[src/rtl/vga_fb_scheduler.sv]
// Frame-buffer RAM arbiter: prefetches one display line into a ping-pong line buffer
// while reserving periodic RAM slots for a valid/ready pixel writer.
module vga_fb_scheduler #(
  parameter int H_ACT   = 640,
  parameter int V_ACT   = 480,
  parameter int AW      = 19,
  parameter int DW      = 24,
  parameter int WR_SLOT = 8
) (
  input  logic          clk,
  input  logic          rst,
  input  logic          line_req,
  input  logic [9:0]    line_idx,
  input  logic          wr_valid,
  input  logic [AW-1:0] wr_addr,
  input  logic [DW-1:0] wr_data,
  output logic          wr_ready,
  output logic          mem_en,
  output logic          mem_we,
  output logic [AW-1:0] mem_addr,
  output logic [DW-1:0] mem_wdata,
  input  logic [DW-1:0] mem_rdata,
  output logic          lb_we,
  output logic          lb_bank,
  output logic [9:0]    lb_waddr,
  output logic [DW-1:0] lb_wdata,
  output logic          fetch_busy,
  output logic          overrun,
  input  logic          ovr_clr,
  output logic [1:0]    dbg_state
);

  localparam int SW = (WR_SLOT > 1) ? $clog2(WR_SLOT) : 1;

  localparam logic [1:0] S_IDLE  = 2'd0;
  localparam logic [1:0] S_FETCH = 2'd1;
  localparam logic [1:0] S_DRAIN = 2'd2;

  logic [1:0]    state;
  logic [AW-1:0] base;
  logic [9:0]    rd_cnt;
  logic [SW-1:0] slot_cnt;
  logic          cur_bank;
  logic          s1_rd;
  logic [9:0]    s1_x;
  logic          s1_bank;
  logic          lb_wbank;

  logic          req_ok;
  logic          in_fetch;
  logic          slot_hit;
  logic          grant_wr;
  logic          grant_rd;
  logic          last_rd;
  logic [AW-1:0] rd_addr;

  // Writer handshake: a word transfers in any cycle where wr_valid && wr_ready;
  // wr_ready never depends on wr_valid, and the writer holds wr_* until accepted.
  always_comb begin
    req_ok   = line_req && (line_idx < 10'(V_ACT));
    in_fetch = (state == S_FETCH);
    slot_hit = (slot_cnt == SW'(WR_SLOT - 1));
    wr_ready = in_fetch ? slot_hit : !line_req;
    grant_wr = wr_valid && wr_ready;
    grant_rd = in_fetch && !grant_wr;
    last_rd  = grant_rd && (rd_cnt == 10'(H_ACT - 1));
    rd_addr  = base + AW'(rd_cnt);
  end

  // Reads that were already in the pipe keep the bank they were issued for.
  assign lb_bank    = lb_we ? lb_wbank : cur_bank;
  assign lb_wdata   = mem_rdata;
  assign fetch_busy = (state != S_IDLE);
  assign dbg_state  = state;

  always_ff @(posedge clk) begin
    if (rst) begin
      state     <= S_IDLE;
      base      <= '0;
      rd_cnt    <= '0;
      slot_cnt  <= '0;
      cur_bank  <= 1'b0;
      mem_en    <= 1'b0;
      mem_we    <= 1'b0;
      mem_addr  <= '0;
      mem_wdata <= '0;
      s1_rd     <= 1'b0;
      s1_x      <= '0;
      s1_bank   <= 1'b0;
      lb_we     <= 1'b0;
      lb_waddr  <= '0;
      lb_wbank  <= 1'b0;
      overrun   <= 1'b0;
    end else begin
      mem_en <= grant_wr || grant_rd;
      mem_we <= grant_wr;
      if (grant_wr) begin
        mem_addr  <= wr_addr;
        mem_wdata <= wr_data;
      end else if (grant_rd) begin
        mem_addr <= rd_addr;
      end

      s1_rd    <= grant_rd;
      s1_x     <= rd_cnt;
      s1_bank  <= cur_bank;
      lb_we    <= s1_rd;
      lb_waddr <= s1_x;
      lb_wbank <= s1_bank;

      // A new valid request always restarts the fetch, even mid-line.
      if (req_ok) begin
        state    <= S_FETCH;
        base     <= AW'(line_idx) * AW'(H_ACT);
        rd_cnt   <= '0;
        slot_cnt <= '0;
        cur_bank <= ~cur_bank;
      end else begin
        case (state)
          S_FETCH: begin
            slot_cnt <= slot_hit ? '0 : slot_cnt + SW'(1);
            if (grant_rd) rd_cnt <= rd_cnt + 10'd1;
            if (last_rd) state <= S_DRAIN;
          end
          S_DRAIN: begin
            if (!s1_rd) state <= S_IDLE;
          end
          default: state <= S_IDLE;
        endcase
      end

      if (req_ok && (state != S_IDLE)) overrun <= 1'b1;
      else if (ovr_clr)                overrun <= 1'b0;
    end
  end

endmodule

[config.mk]
export PLATFORM = sky130hd
export DESIGN_NAME = vga_fb_scheduler
export DESIGN_NICKNAME = d
export VERILOG_FILES = /design/src/rtl/vga_fb_scheduler.sv
export SDC_FILE = /design/constraint.sdc
export NUM_CORES = 1
export LEC_CHECK = 0
export BUFFER_PORTS_ARGS = -buffer_cell sky130_fd_sc_hd__buf_2
export CAP_MARGIN = 20
export CORE_ASPECT_RATIO = 0.5
export CORE_UTILIZATION = 41
export CTS_CLUSTER_DIAMETER = 60
export DETAILED_ROUTE_END_ITERATION = 7
export GPL_ROUTABILITY_DRIVEN = 1
export GPL_TIMING_DRIVEN = 0
export HOLD_SLACK_MARGIN = 0.03
export PLACE_DENSITY = 0.69
export SKIP_LAST_GASP = 1
export SLEW_MARGIN = 20
export SYNTH_ARGS = -nofsm -noshare
export SYNTH_HDL_FRONTEND = slang
export SYNTH_SLANG_ARGS = --single-unit
[constraint.sdc]
create_clock -name clk -period 2.4 [get_ports clk]
set_clock_uncertainty 0.05 [all_clocks]
set_input_delay 0 -clock clk [delete_from_list [all_inputs] [get_ports clk]]
set_output_delay 0 -clock clk [all_outputs]
set_load 0.05 [all_outputs]
== Word level (Yosys, flattened, before mapping) ==
Cells that the tools add are included.

* Register bits: 98
* Bits in latches: 0
* RAM bits: 0
* Bits in read-only memories: 0
* Input port bits: 82
* Output and inout bits: 86
* Word-level logic and storage cells: 57
* Memories kept: 0

* Add/sub/neg operators: 3
* $mul: 1
* Divide/modulo/power cells: 0
* $lt $le $gt $ge: 1
* Eq/ne operators: 8
* Shift-type cells: 0
* Mux-type cells: 11
* Bitwise operators: 1
* Reduce and logical (&&, ||, !) cells: 15

{| class="wikitable"
|+ Operator list
! operator !! count
|-
| two-way mux 19 bit || 2
|-
| adder 19 x 10 -> 19 bit || 1
|-
| multiplier 10 x 3 -> 12 bit, second input constant || 1
|-
| adder 10 x 1 -> 10 bit, second input constant || 1
|-
| == test 10 bit, second input constant || 1
|-
| less-than comparator 10 x 9 -> 1 bit, second input constant || 1
|-
| AND reduction 2 bit || 3
|-
| nonzero test 2 bit || 3
|-
| logical AND 1 bit || 5
|-
| two-way mux 1 bit || 5
|-
| two-way mux 2 bit || 2
|-
| one-hot mux 2 bit (2 select lines) || 1
|-
| adder 3 x 1 -> 3 bit, second input constant || 1
|-
| == test 3 bit, second input constant || 1
|-
| two-way mux 3 bit || 1
|-
| != test 3 x 2 -> 1 bit, second input constant || 1
|-
| != test 3 bit, second input constant || 1
|-
| == test 2 x 1 -> 1 bit, second input constant || 1
|-
| == test 2 bit, second input constant || 1
|-
| zero test 1 bit || 2
|-
| != test 2 x 1 -> 1 bit, second input constant || 1
|-
| != test 2 bit, second input constant || 1
|-
| OR reduction 2 bit || 1
|-
| logical OR 1 bit || 1
|-
| inverter 1 bit || 1
|}

== Longest topological paths before layout ==
Gate-level depths: netlist of run 1.

* Word-level depth: 9
* Depth in mapped cells: 9
* Gate-level depth less buffers: 9

== Worst setup path before layout of run 1 ==
Ideal clock, no wire load.

* Kind: register to register
* Start point: register state[0], in the netlist dbg_state[0]
* End point: register mem_wdata[10]
* Library setup time: 0.132 ns
* Arrival: 1.993 ns
* Required time: 2.218 ns
* Slack: 0.224 ns
* Cell stages (with the launch flop): 8
* Buffers on the path: 2
* Clock period less this slack: 2.176 ns
* Cell sequence: dfxtp_1 nand2b_1 buf_4 a21oi_2 nand2_1 clkbuf_1 nand2_1 a21oi_1

* Cells in the longest elaborated chain, start to end: 3

{| class="wikitable"
|+ Ends and longest elaborated chain
! item !! line !! text
|-
| start, declared || 39 || <nowiki>logic [1:0] state;</nowiki>
|-
| start signal, assigned || 78 || <nowiki>state <= S_IDLE;</nowiki>
|-
| start signal, assigned || 113 || <nowiki>state <= S_FETCH;</nowiki>
|-
| start signal, assigned || 123 || <nowiki>if (last_rd) state <= S_DRAIN;</nowiki>
|-
| == test 2 x 1 -> 1 bit || 61 || <nowiki>in_fetch = (state == S_FETCH);</nowiki>
|-
| two-way mux 1 bit || 63 || <nowiki>wr_ready = in_fetch ? slot_hit : !line_req;</nowiki>
|-
| via wr_ready || 17 || <nowiki>output logic wr_ready,</nowiki>
|-
| logical AND 1 bit || 64 || <nowiki>grant_wr = wr_valid && wr_ready;</nowiki>
|-
| end signal, assigned || 99 || <nowiki>mem_wdata <= wr_data;</nowiki>
|-
| end, declared || 21 || <nowiki>output logic [DW-1:0] mem_wdata,</nowiki>
|}

The timed path passes the listed nets, and every way through them passes these cells.
A chain may end at the register's enable or synchronous reset.

== Worst setup path in the final report of run 1 ==
* Start point: input port line_idx[1]
* End point: register base[18]

* Cells in the longest elaborated chain, start to end: 2
* Elaborated cells between the ends (all ways): 3
* Classes of those cells: mul: 1; order compare: 1; reduce/logical: 1

{| class="wikitable"
|+ Ends and longest elaborated chain
! item !! line !! text
|-
| start, declared || 13 || <nowiki>input logic [9:0] line_idx,</nowiki>
|-
| parallel branches: the longest is 2 deep, another holds multiplier 10 x 3 -> 12 bit || -- ||
|-
| end signal, assigned || 114 || <nowiki>base <= AW'(line_idx) * AW'(H_ACT);</nowiki>
|-
| end, declared || 40 || <nowiki>logic [AW-1:0] base;</nowiki>
|}

Parallel ways; which one is timed is not known.

==> impl_metrics.json, run 1 <==
{
  "synth_top_area_share": 0.4492,
  "max_stage_delay_ps": 520,
  "synthCells": 510,
  "fin_nets": 819,
  "fin_crit_ps": 2319,
  "met2_usage": 0.3594,
  "cts_buffers": 9,
  "finalSetupTns_ps": 0,
  "ys_ff_latch": 98,
  "hold_path.class": "input pin to register",
  "synthTopCellsByArea": "dfxtp_1, nand2_1, a21oi_1",
  "crit_family": "buffers and inverters",
  "grt_busiest_layer": "met2",
  "die-area_mm2": 0.01110,
  "port_buffers": 143,
  "grt_use_met3": 0.05879,
  "n_fill_cell": 935,
  "rsz0062_at_grt": "false",
  "vias_per_cell": 4.817,
  "yosys_warnings": 0,
  "clkTransAtPathRegs_ps": 60,
  "swShare": 0.3095,
  "drv_cap": 0,
  "combinationalPowerShare": 0.215,
  "vias": 4133,
  "die_y_um": 74.99,
  "drive_gt1_frac": 0.2786,
  "slew_headroom": 0.5260,
  "finalMaxSlewViolations": 0,
  "synth_edf_count": 0,
  "cts-root-buf": "clkbuf_16",
  "syn_nets": 616,
  "grt_max_degree": 17,
  "finalInstanceArea_mm2": 0.006033,
  "htree_levels": 3,
  "diodes": 0,
  "required_ps": 2580,
  "ys_seq_area_frac": 0.4492,
  "pwr_density_cell_mw_per_mm2": 656.7,
  "pin_count": 168,
  "hold_viol": 0,
  "synthArstFlopShare": 0,
  "path_buf_inv": 3,
  "gr-total-overflow": 0,
  "drc": 0,
  "crit_fanout": 3,
  "cts_tree": "done",
  "path_cells": "dlygate4sd3_1 -> buf_2 -> ha_1 -> ha_2 -> inv_1 -> fa_1 -> nor2b_2 -> o31a_1 -> or4_1 -> a31oi_1 -> a21oi_1",
  "yosysTopAreaCell": "dfxtp_1",
  "start_util": 0.4249,
  "power.static_leakage_nw": 2.706,
  "routed_wl_um": 11660,
  "seqPwrFrac": 0.442,
  "arrival_ps": 2500,
  "yosys_most_used_dff": "dfxtp_1",
  "postSynthAreaPerCell_um2": 8.565,
  "drtIter0Drc": 268,
  "syn_to_final_growth_pct": 38.13,
  "crit_path_end_kind": "register",
  "multiInputGateArea_mm2": 0.002077,
  "postRouteAntennaNets": 0,
  "seq_area_mm2": 0.001962,
  "synth_common_cells": "nand2_1, dfxtp_1, a21oi_1",
  "track_usage": 0.2056,
  "clock-sinks": 98,
  "setup_viol": 0,
  "met1_usage": 0.2510,
  "first_pass_iters": 6,
  "grt_pass1_vias": 3647,
  "fmax_ghz": 0.4313,
  "synthMostInstantiatedCell": "nand2_1",
  "setup.worst_path.class": "input pin to register",
  "place_area_mm2": 0.005259,
  "setup_ws_ps": 81.35,
  "ys_types": 49,
  "fin_crit_sh": 0.9661,
  "dp_hpwl_um": 8391,
  "slowest_stage": "dlygate4sd3_1",
  "wl_per_cell_um": 13.59,
  "rows": 26,
  "p_sw_mw": 1.226,
  "grt_pass1_wl_um": 17380,
  "antenna_found_initial": 0,
  "die_w_um": 148.0,
  "ir_worst_vdd_mv": 0.2864,
  "clkLatencyLatePin_ps": 350,
  "syn_area_mm2": 0.004368,
  "crit_path_start_kind": "input pin",
  "power.internal_mw": 2.736,
  "status": "completed",
  "postLayoutCoreUtil": 0.5869,
  "pwr-share-clk": 0.344,
  "tightestPinTransition_ps": 710.9,
  "place_worst_setup_slack_ps": 179.1,
  "cts_buffer_depth": 2,
  "gp_congestion": 0.8051,
  "coreArea_mm2": 0.01028
}
## per-stage QoR
stage | hold slack, ps | power [mW] | std cells
3_3_place_gp | 187.0 | 2.557 | 793
2_1_floorplan | 85.96 | 2.352 | 510
6_report | 62.22 | 3.962 | 858
3_5_place_dp | 195.6 | 2.567 | 793
5_1_grt | 58.16 | 4.123 | 858
4_1_cts | 43.85 | 3.979 | 857
## layout by cell type (no fill, tap or decap), types with 3 or more instances in the layout
cell	count
a211oi_1	4
a21oi_1	56
a311oi_1	8
buf_1	3
buf_2	149
buf_4	28
clkbuf_1	15
clkbuf_16	9
dfxtp_1	98
dlygate4sd3_1	48
ha_1	21
inv_1	8
nand2_1	101
nand2b_1	3
nand3_1	7
nand3b_1	3
nand4_1	3
nor2_1	43
nor2b_1	25
nor3_1	3
o21ai_0	8
o21ai_1	4
o22ai_1	6
xnor2_1	9
xor2_1	12
## power groups by stage
| stage | clock network, mW | registers, mW | logic (mW) |
|---|---|---|---|
| finish | 1.36 | 1.75 | 0.851 |
| CTS | 1.39 | 1.75 | 0.846 |
| global route | 1.45 | 1.76 | 0.919 |
| global placement | 0 | 1.78 | 0.775 |
| detailed placement | 0 | 1.78 | 0.783 |
| floorplan | 0 | 1.95 | 0.399 |
## final cells by class
cell class / count / share of cell area
Multi-Input combinational cell: 352 / 0.3443
Inverter: 10 / 0.006221
Sequential cell: 98 / 0.3252
Timing Repair Buffer: 192 / 0.1995
Clock buffer: 11 / 0.04023
Buffer: 50 / 0.04915
Clock inverter: 5 / 0.006429
Tap cell: 140 / 0.02903
## worst reg2reg max path: stages (launching register included)
cell and delay (ps):
dfxtp_1 430, ha_1 200, inv_1 50, fa_1 400
nor2b_1 270, o2111ai_1 160, xor2_1 180, a211o_1 300
a21oi_1 130
## sequential cells by signal, summed over array words and instances, names as in the netlist
| signal | flops |
|---|---|
| s1_rd | 1 |
| rd_cnt | 10 |
| mem_addr | 19 |
| mem_wdata | 24 |
| lb_waddr | 10 |
| lb_wbank | 1 |
| mem_en | 1 |
| cur_bank | 1 |
| dbg_state | 2 |
| lb_we | 1 |
| base | 12 |
| mem_we | 1 |
| s1_bank | 1 |
| s1_x | 10 |
| overrun | 1 |
| slot_cnt | 3 |
## routing by layer
metal  vias up  share of wire
li1       2095              -
met1      1871           0.46
met2       149           0.47
met3        18          0.059
met4         0          0.017
met5         -              0
## kinds of logic (layout without fill, tap and decap cells)
kind of cell / count (synthesis) / in the layout / synth area share
compound gates: 101 / 101 / 0.1398
xor+xnor: 21 / 21 / 0.04211
flops: 98 / 98 / 0.4492
simple gates: 204 / 204 / 0.2154
buf+inv: 60 / 268 / 0.07648
fa+ha+maj: 24 / 24 / 0.07219
mux: 2 / 2 / 0.004870
## repair_timing
action / 4_1_cts / 5_1_grt
buffers inserted: 0 / 1
hold buffers: 48 / 0
resized for setup: 0 / 3
endpoints found under the hold margin: 48 / 0
endpoints found under the setup margin: 0 / 1
## path summary, 6_finish.rpt
kind / depth (start not counted) / slack [ps] / to / start
worst max-delay path: 11 / 80 / base[18] / line_idx[1]
worst min-delay path: 4 / 60 / base[18] / line_idx[8]
worst max register to register: 8 / 150 / mem_addr[13] / rd_cnt[7]
worst min register to register: 1 / 390 / lb_waddr[1] / s1_x[1]
Note: power is estimated with default switching activity, not from simulation.
==> run 2: changes to the inputs <==
Settings changed: SETUP_SLACK_MARGIN from default to 0.3.
==> impl_metrics.json, run 2 (synthesis results as in run 1) <==
{
  "dp_hpwl_um": 8324,
  "crit_family": "compound AO/OA/AOI/OAI gates",
  "rows": 26,
  "slowest_stage": "dfxtp_4",
  "dp_cells": 793,
  "diodes": 0,
  "max_stage_delay_ps": 380,
  "tightestPinTransition_ps": 555.3,
  "layout_common_cells": "buf_2, nand2_1, dfxtp_1, a21oi_1, dlygate4sd3_1",
  "grt_pass1_wl_um": 17540,
  "finalMaxSlewViolations": 0,
  "drive_gt1_frac": 0.2887,
  "cts-root-buf": "clkbuf_16",
  "gp_congestion": 0.7614,
  "slew_headroom": 0.6298,
  "crit_path_end_kind": "register",
  "postRouteAntennaNets": 0,
  "final_common_cell": "buf_2",
  "cts_buffer_depth": 2,
  "required_ps": 2630,
  "clkLatencyLatePin_ps": 350,
  "max_flop_register": "mem_wdata",
  "port_buffers": 143,
  "rsz0062_at_grt": "true",
  "hold_path.class": "input pin to register",
  "clock-sinks": 98,
  "r2r_setup_slack_ps": 410,
  "clkTransAtPathRegs_ps": 70,
  "power.static_leakage_nw": 2.706,
  "gr-total-overflow": 0,
  "fin_crit_ps": 1992,
  "status": "completed",
  "die-area_mm2": 0.01110,
  "drtIter0Drc": 172,
  "vias_per_cell": 4.893,
  "path_buf_inv": 1,
  "n_fill_cell": 936,
  "first_pass_iters": 4,
  "setup.worst_path.class": "register to register",
  "grt_pass1_vias": 3649,
  "arrival_ps": 2220,
  "pwr_density_cell_mw_per_mm2": 652.3,
  "path_cells": "ha_1 -> inv_1 -> fa_2 -> nor2b_4 -> o2111ai_1 -> xor2_1 -> a211o_1 -> a21oi_1",
  "hold_viol": 0,
  "crit_fanout": 6,
  "fin_nets": 818,
  "htree_levels": 3,
  "pin_count": 168,
  "largest_reg_flops": 24,
  "grt_max_degree": 17,
  "cts_tree": "done",
  "routed_wl_um": 11580,
  "syn_to_final_growth_pct": 38.81,
  "drv_cap": 0,
  "track_usage": 0.2039,
  "ir_worst_vdd_mv": 0.3915,
  "crit_path_start_kind": "register",
  "fin_crit_sh": 0.8302,
  "die_w_um": 148.0,
  "finalSetupTns_ps": 0,
  "fmax_ghz": 0.5019,
  "drc": 0,
  "coreArea_mm2": 0.01028,
  "wl_per_cell_um": 13.51,
  "die_y_um": 74.99,
  "top_regs": "mem_wdata: 24 flops, mem_addr: 19 flops, base: 12 flops",
  "cts_buffers": 9,
  "antenna_found_initial": 0,
  "start_util": 0.4249,
  "vias": 4193,
  "setup_viol": 0,
  "layout.cells.non_filler": 857
}
==> run 2: layout make-up <==
type	count	area, µm²	area share
clock buffer	10	239.0	0.03941
buffer	50	301.5	0.04973
tap	140	175.2	0.02889
sequential	98	1967	0.3244
clock inverter	6	42.54	0.007016
timing repair buffer	191	1196	0.1973
multi-input combinational	352	2105	0.3471
inverter	10	37.54	0.006191
==> run 2: stage by stage <==
stage | setup slack, ps | hold slack [ps] | area, µm² | util | power [mW]
finish | 407.5 | 71.98 | 6063 | 0.5898 | 3.955
CTS | 294.5 | 67.38 | 6041 | 0.5876 | 3.962
detailed placement | 172.1 | 194.9 | 5266 | 0.5123 | 2.568
global route | 264.8 | 83.91 | 6063 | 0.5898 | 4.119
global placement | 190.3 | 177.3 | 5266 | 0.5123 | 2.558
floorplan | 397.8 | 46.58 | 4375 | - | 2.354
==> run 2: final timing paths <==
path	endpoint	start	depth (start not counted)
worst max register to register	mem_addr[13]	rd_cnt[7]	8
worst min register to register	lb_waddr[5]	s1_x[5]	1
worst min-delay path	base[18]	line_idx[8]	4
worst max-delay path	mem_addr[13]	rd_cnt[7]	8
==> run 2: report_power, final <==
group	total, mW	switching (mW)	internal, mW
Sequential	1.75	0.0483	1.70
Clock	1.35	0.620	0.730
Combinational	0.858	0.556	0.302
Total	3.96	1.22	2.73
==> run 2: tightest hold or removal path, cell delays in order <==
cell and delay (ps):
buf_2 110, ha_1 140, a31oi_1 50, a21oi_1 130
==> run 2: routing by layer <==
metal | routed length [µm] | global-route usage | vias to the layer above | share of wire
met3 | 670 | 0.04303 | 19 | 0.058
met5 | 0 | 0 | - | 0
li1 | - | - | 2096 | -
met1 | 5314 | 0.2689 | 1929 | 0.46
met2 | 5418 | 0.3396 | 149 | 0.47
met4 | 174 | 0.06644 | 0 | 0.015
==> run 2: repair_timing <==
item | CTS | global route
hold buffers | 48 | 0
setup buffers | 0 | 0
resized for setup | 5 | 9
hold endpoints to repair | 48 | 0
setup endpoints to repair | 24 | 17
pin swaps | 0 | 2
